<file path="src/rtl/uart_rx_fifo.sv">
// rtl/uart_rx_fifo.sv - UART receive FIFO with edge-detected capture and FWFT read port
module uart_rx_fifo #(
    parameter int WIDTH_SIZE = 8,
    parameter int DEPTH      = 16,
    parameter int AFULL_LVL  = 12
) (
    input  logic                          clk,
    input  logic                          reset,
    input  logic                          Rx_valid,
    input  logic [WIDTH_SIZE-1:0]         Rx_data,
    input  logic                          Rx_err,
    input  logic                          rd_ready,
    output logic                          rd_valid,
    output logic [WIDTH_SIZE-1:0]         rd_data,
    output logic                          rd_err,
    output logic [$clog2(DEPTH):0]        count,
    output logic                          empty,
    output logic                          full,
    output logic                          almost_full,
    output logic                          overflow,
    input  logic                          ovf_clear
);
    localparam int ADDR_W = $clog2(DEPTH);

    logic [WIDTH_SIZE:0]  mem [DEPTH];
    logic [ADDR_W-1:0]    wr_ptr;
    logic [ADDR_W-1:0]    rd_ptr;
    logic [ADDR_W:0]      cnt;
    logic                 rv_d;
    logic                 ovf;
    logic                 push;
    logic                 pop;
    logic                 wr_en;
    logic                 drop;

    assign push  = Rx_valid & ~rv_d;
    assign pop   = rd_valid & rd_ready;
    // A pop in the same cycle frees the head slot, so a full FIFO can still accept
    assign wr_en = push & (~full | pop);
    assign drop  = push & full & ~pop;

    assign empty       = (cnt == '0);
    assign full        = (cnt == (ADDR_W+1)'(DEPTH));
    assign almost_full = (cnt >= (ADDR_W+1)'(AFULL_LVL));
    assign count       = cnt;
    assign overflow    = ovf;
    assign rd_valid    = ~empty;

    always_comb begin
        rd_data = '0;
        rd_err  = 1'b0;
        if (!empty) begin
            {rd_err, rd_data} = mem[rd_ptr];
        end
    end

    always_ff @(posedge clk) begin
        if (wr_en) begin
            mem[wr_ptr] <= {Rx_err, Rx_data};
        end
    end

    always_ff @(posedge clk or posedge reset) begin
        if (reset) begin
            wr_ptr <= '0;
            rd_ptr <= '0;
            cnt    <= '0;
            rv_d   <= 1'b0;
            ovf    <= 1'b0;
        end else begin
            rv_d <= Rx_valid;
            if (wr_en) begin
                wr_ptr <= wr_ptr + ADDR_W'(1);
            end
            if (pop) begin
                rd_ptr <= rd_ptr + ADDR_W'(1);
            end
            if (wr_en && !pop) begin
                cnt <= cnt + (ADDR_W+1)'(1);
            end else if (pop && !wr_en) begin
                cnt <= cnt - (ADDR_W+1)'(1);
            end
            if (drop) begin
                ovf <= 1'b1;
            end else if (ovf_clear) begin
                ovf <= 1'b0;
            end
        end
    end
endmodule

</file>
<file path="config.mk">
export PLATFORM = sky130hd
export DESIGN_NAME = uart_rx_fifo
export DESIGN_NICKNAME = d
export VERILOG_FILES = /design/src/rtl/uart_rx_fifo.sv
export SDC_FILE = /design/constraint.sdc
export NUM_CORES = 1
export LEC_CHECK = 0
export ABC_AREA = 1
export BUFFER_PORTS_ARGS = -buffer_cell sky130_fd_sc_hd__buf_2
export CORE_MARGIN = 2
export CORE_UTILIZATION = 35
export DETAILED_ROUTE_END_ITERATION = 12
export HOLD_SLACK_MARGIN = 0.08
export SETUP_SLACK_MARGIN = 0.02
export SLEW_MARGIN = 20
export SYNTH_ARGS = -nofsm -noshare
export SYNTH_HDL_FRONTEND = slang
export SYNTH_SLANG_ARGS = --single-unit
</file>
<file path="constraint.sdc">
create_clock -name clk -period 6.3 [get_ports clk]
set_input_delay 1.26 -clock clk [delete_from_list [all_inputs] [get_ports clk]]
set_output_delay 1.26 -clock clk [all_outputs]
set_load 0.02 [all_outputs]
</file>
# Yosys cells after proc, flatten, opt, wreduce, memory -nomap -nowiden
# Memory sizes are Yosys's and may differ from the RTL's.
# Index checks and enable logic that the tools add are counted.
# word_totals
ff_bits	15
ram_bits	144
input_bits	14
elab_cells	37
n_memories	1
# memory_table
name	words	width	read_ports	rd_ports_with_merged_regs	wr	line	text
mem	16	9	1	0	1	25	logic [WIDTH_SIZE:0] mem [DEPTH];
# classes
n_addsub	4
n_lt_le_gt_ge	1
n_eq_ne	1
n_mux	8
n_bitwise	10
reduce_logical	7
# op_table
operator	n
two-way mux 5 bit	2
adder 4 x 1 -> 4 bit (second input constant)	2
two-way mux 8 bit	1
adder 5 x 1 -> 5 bit (second input constant)	1
AND 1 bit	5
equality test 5 bit (second input constant)	1
greater-or-equal comparator 5 x 4 -> 1 bit (second input constant)	1
zero test 5 bit	1
two-way mux 1 bit	5
subtractor 5 x 1 -> 5 bit (second input constant)	1
NOT 1 bit	4
nonzero test 2 bit	2
logical AND 1 bit	2
zero test 1 bit	2
bitwise OR 1 bit	1

# Depth between registers and ports, before layout
# depth
ltp_word	9
mapped_depth	16

# Least setup slack after synthesis
# OpenSTA, ideal clock, no wires.
# synth_path
kind	input to register
startpoint	in Rx_valid
endpoint	reg cnt[4], in the netlist count[4]
setup_ns	0.117
arrival_time_ns	2.661
required_ns	6.183
setup_slack_ns	3.523
path_stages	14
path_buffers	0
cell_sequence	inv_1 nor2_1 nand2_2 inv_1 ha_1 inv_1 ha_1 inv_1 o21ai_0 a21oi_1 nand2_1 nand2_1 nand2_1 nand2_1
# synth_between
elab_chain_cells	5
# synth_rtl
item	line	text
start: declaration	9	input logic Rx_valid,
AND 1 bit *	36	assign push = Rx_valid & ~rv_d;
AND 1 bit *	39	assign wr_en = push & (~full | pop);
net wr_en	33	logic wr_en;
zero test 1 bit	80	end else if (pop && !wr_en) begin
logical AND 1 bit	80	
nonzero test 2 bit (no line)	n/a	
end signal: assignment	79	cnt <= cnt + (ADDR_W+1)'(1);
end signal: assignment	81	cnt <= cnt - (ADDR_W+1)'(1);
end: declaration	28	logic [ADDR_W:0] cnt;
# The timed path passes the listed nets; every way through them passes the cells marked *.
# A chain may end at the register's enable or synchronous reset.

# Worst setup path in the final report
# layout_path
startpoint	reg rd_ptr[2]
endpoint	out rd_data[4]
# layout_between
elab_chain_cells	2
# layout_rtl
item	line	text
start: declaration	27	logic [ADDR_W-1:0] rd_ptr;
start signal: assignment	76	rd_ptr <= rd_ptr + ADDR_W'(1);
memory read (16 x 9 bit)	n/a	
two-way mux 8 bit	52	if (!empty) begin
end: declaration	14	output logic [WIDTH_SIZE-1:0] rd_data,
# No other way between the ends.

==> results.py <==
metrics = {
    "outcome": {
        "outcome": "finished, final reports clean",
    },
    "critical_path": {
        "worstSetupPathType": "flop to output port",
        "crit_path_start_kind": "flop",
        "worstPathArrival_ns": 2.77,
        "cpMaxStageDelayCell": "dfrtp_1",
        "worstSetupEndpointType": "output port",
        "critPathMaxStageDelay_ns": 0.91,
        "crit_required_ns": 5.04,
        "crit_top_cell": "nand2_1",
        "cp_max_fo": 22,
        "path_cells": "clkinv_1, nand3_1, nand2_1, nand2_1, a21oi_2, buf_2",
    },
    "clocking": {
        "cts_tree": "done",
        "clkTransAtPathRegs_ns": 0.06,
        "cts_buffers": 17,
        "hold_buffers": 0,
        "clockBufferDepth": 2,
        "cts_setup_buffers": 0,
        "clock-root-buffer": "clkbuf_16",
        "htreeDepth": 4,
        "cts_sinks": 159,
        "cts_resized": 0,
        "insertion_delay_ns": 0.42,
    },
    "global_routing": {
        "antenna_found_initial": 1,
        "grt-ovfl-total": 0,
        "grt_pass1_vias": 4399,
        "grt_usage_pct": 16.7,
        "grt_pass1_wl_mm": 25.1,
        "grt_max_degree": 75,
    },
    "cells_and_area": {
        "nets": 667,
        "drive_gt1_share_pct": 15.0,
        "post-route-util_pct": 40.5,
        "syn_to_final_growth_pct": 14.4,
        "fin_cells": 920,
        "diodes": 0,
    },
    "synth": {
        "synth_top_cell_area_share_pct": 63.1,
        "synthMuxAreaShare_pct": 0,
        "yosysSeqAreaShare_pct": 68.6,
        "ys_seq_elements": 159,
        "netlist.top_cell.by_area": "edfxtp_1",
        "avgSynthCellArea_um2": 11.4,
        "synth_compound_area_share_pct": 2.01,
        "synth-simple-area-share_pct": 21.5,
        "synth_cell_types": 27,
        "synth_xor_area_share_pct": 1.15,
        "mappedNetlistNets": 625,
        "synthTopCellsByArea": "edfxtp_1 (63%), nand2_1 (11%), nand3_1 (8.3%)",
        "netlist_area_mm2": 0.00685,
        "ys_warn_count": 0,
        "synth_cells": 600,
        "synth_fa_ha_area_share_pct": 2.12,
        "synth_top_family_by_area": "simple AND/OR/NAND/NOR gates",
    },
    "timing": {
        "max-slew-margin-rel_pct": 41.8,
        "slew_viol_final": 0,
        "period_share_pct": 64.0,
        "tightest_slew_ns": 0.872,
        "skew_ns": 0.00472,
        "period_needed_ns": 4.03,
        "tns_ns": 0,
        "finalSetupViolations": 0,
        "rsz0062_at_grt": "false",
        "max_clock_freq_mhz": 248,
        "hold_viol": 0,
        "setup_ws_ns": 2.27,
    },
    "place": {
        "io_buffers": 32,
        "dp.cells": 888,
        "preCtsSetupSlack_ns": 2.70,
        "place_congestion": 0.836,
        "detailed_place_hpwl_mm": 10.2,
    },
    "routing": {
        "wl_met1_mm": 6.96,
        "met3WireLength_mm": 1.06,
        "vias_per_cell": 4.95,
        "detail_route.wl_per_cell_um": 17.6,
        "first_iter_violations": 336,
        "wl_met2_mm": 7.78,
        "ant_nets": 0,
        "drt-total-wl_mm": 16.2,
        "maxUsedRoutingLayer": "met4",
        "drt-pass1-iter-count": 5,
        "num_vias": 4558,
        "drcViolationCount": 0,
    },
    "power": {
        "power.switching_mw": 1.38,
        "leakagePower_nw": 2.98,
        "ir_worst_vdd_mv": 0.161,
        "pwr-share-seq_pct": 36.7,
        "p_sw_share_pct": 38.3,
        "p_int_mw": 2.22,
        "powerDensity_mw_per_mm2": 458,
        "pwr-share-comb_pct": 36.5,
        "pwr-share-clk_pct": 26.8,
    },
    "floorplan": {
        "rows": 51,
        "fp.dieH_um": 144,
        "core_mm2": 0.0193,
        "die_w_um": 144,
        "start_util_pct": 35.4,
        "io_pins": 33,
        "design.die.area_mm2": 0.0207,
    },
    "min_path": {
        "min_path_type": "flop to flop",
    },
    "run": {
        "drv_cap": 0,
    },
}
cells in the mapped netlist:
cell      count
o21ai_1       1
nand2_1     205
ha_1         10
nand2_2       2
buf_4         2
clkinv_1      2
nor3_1       16
inv_1        23
a21o_1        1
nor2_1        4
nand4_2       1
xor2_1        4
buf_2        16
fa_1          1
clkbuf_4      1
or2_2         1
buf_6        10
edfxtp_1    144
inv_2         3
dfrtp_1      15
a21oi_2       9
xnor2_1       5
o21ai_0       6
nand3_1     114
a21oi_1       2
nor2_2        1
a31oi_1       1
routing by layer:
metal | vias to the layer above | track usage [%]
met5 | - | 0
met1 | 2213 | 21.8
met4 | 0 | 6.55
li1 | 2147 | -
met3 | 24 | 4.03
met2 | 174 | 26.9
power groups by stage:
stage	clock (mW)	combinational (mW)	sequential [mW]
floorplan	0	0.988	1.32
finish	0.963	1.31	1.32
global route	1.02	1.47	1.33
global placement	0	1.30	1.33
CTS	0.978	1.32	1.32
detailed placement	0	1.31	1.34
sequential cells by signal, indices dropped and copies added (netlist names):
name      flops
count         5
mem         144
overflow      1
rd_ptr        4
rv_d          1
wr_ptr        4
worst max-delay path: cells and delay by family, from the launching register on:
family | cells | cell delay (ns)
compound gates | 1 | 0.06
simple gates | 3 | 0.47
buf+inv | 2 | 0.90
flops | 1 | 0.91
stage by stage:
stage               total power [mW]  instance area (um2)  hold slack (ns)
finish                          3.59                 7840            0.520
CTS                             3.61                 7840            0.524
global placement                2.63                 7280            0.507
floorplan                       2.31                 6850            0.491
detailed placement              2.65                 7280            0.516
global route                    3.82                 7840            0.568
cell type report:
cell class	count	area, um2
Clock inverter	12	120
Tap cell	265	332
Fill cell	1805	11500
Inverter	28	105
Sequential cell	159	4700
Multi-Input combinational cell	384	1830
Clock buffer	20	437
Timing Repair Buffer	52	310
cell families after synthesis:
family,after synthesis
AOI/OAI and AO/OA,20
xor gates and xnor gates,9
adders and majority gates,11
buffers and inverters,57
DFF,159
and+or+nand+nor,344
final timing paths:
kind / startpoint / to / slack, ns / cells past startpoint
worst max-delay path: rd_ptr[2] / rd_data[4] / 2.27 / 6
worst min-delay path: overflow / overflow / 0.52 / 2
worst max register to register: count[1] / count[4] / 3.59 / 14
worst min register to register: overflow / overflow / 0.52 / 2
max in group asynchronous: reset / rd_ptr[0] / 5.02 / 2
min in group asynchronous: reset / rv_d / 0.88 / 2
cell usage in the layout (no fill, tap or decap), types with 9 or more instances in the layout:
cell type	count
nor3_1	16
a21oi_2	9
buf_2	32
buf_4	20
ha_1	10
nand3_1	114
inv_1	23
dfrtp_1	14
nand2_1	205
clkbuf_16	17
edfxtp_1	144
(Power assumes the default switching activity.)
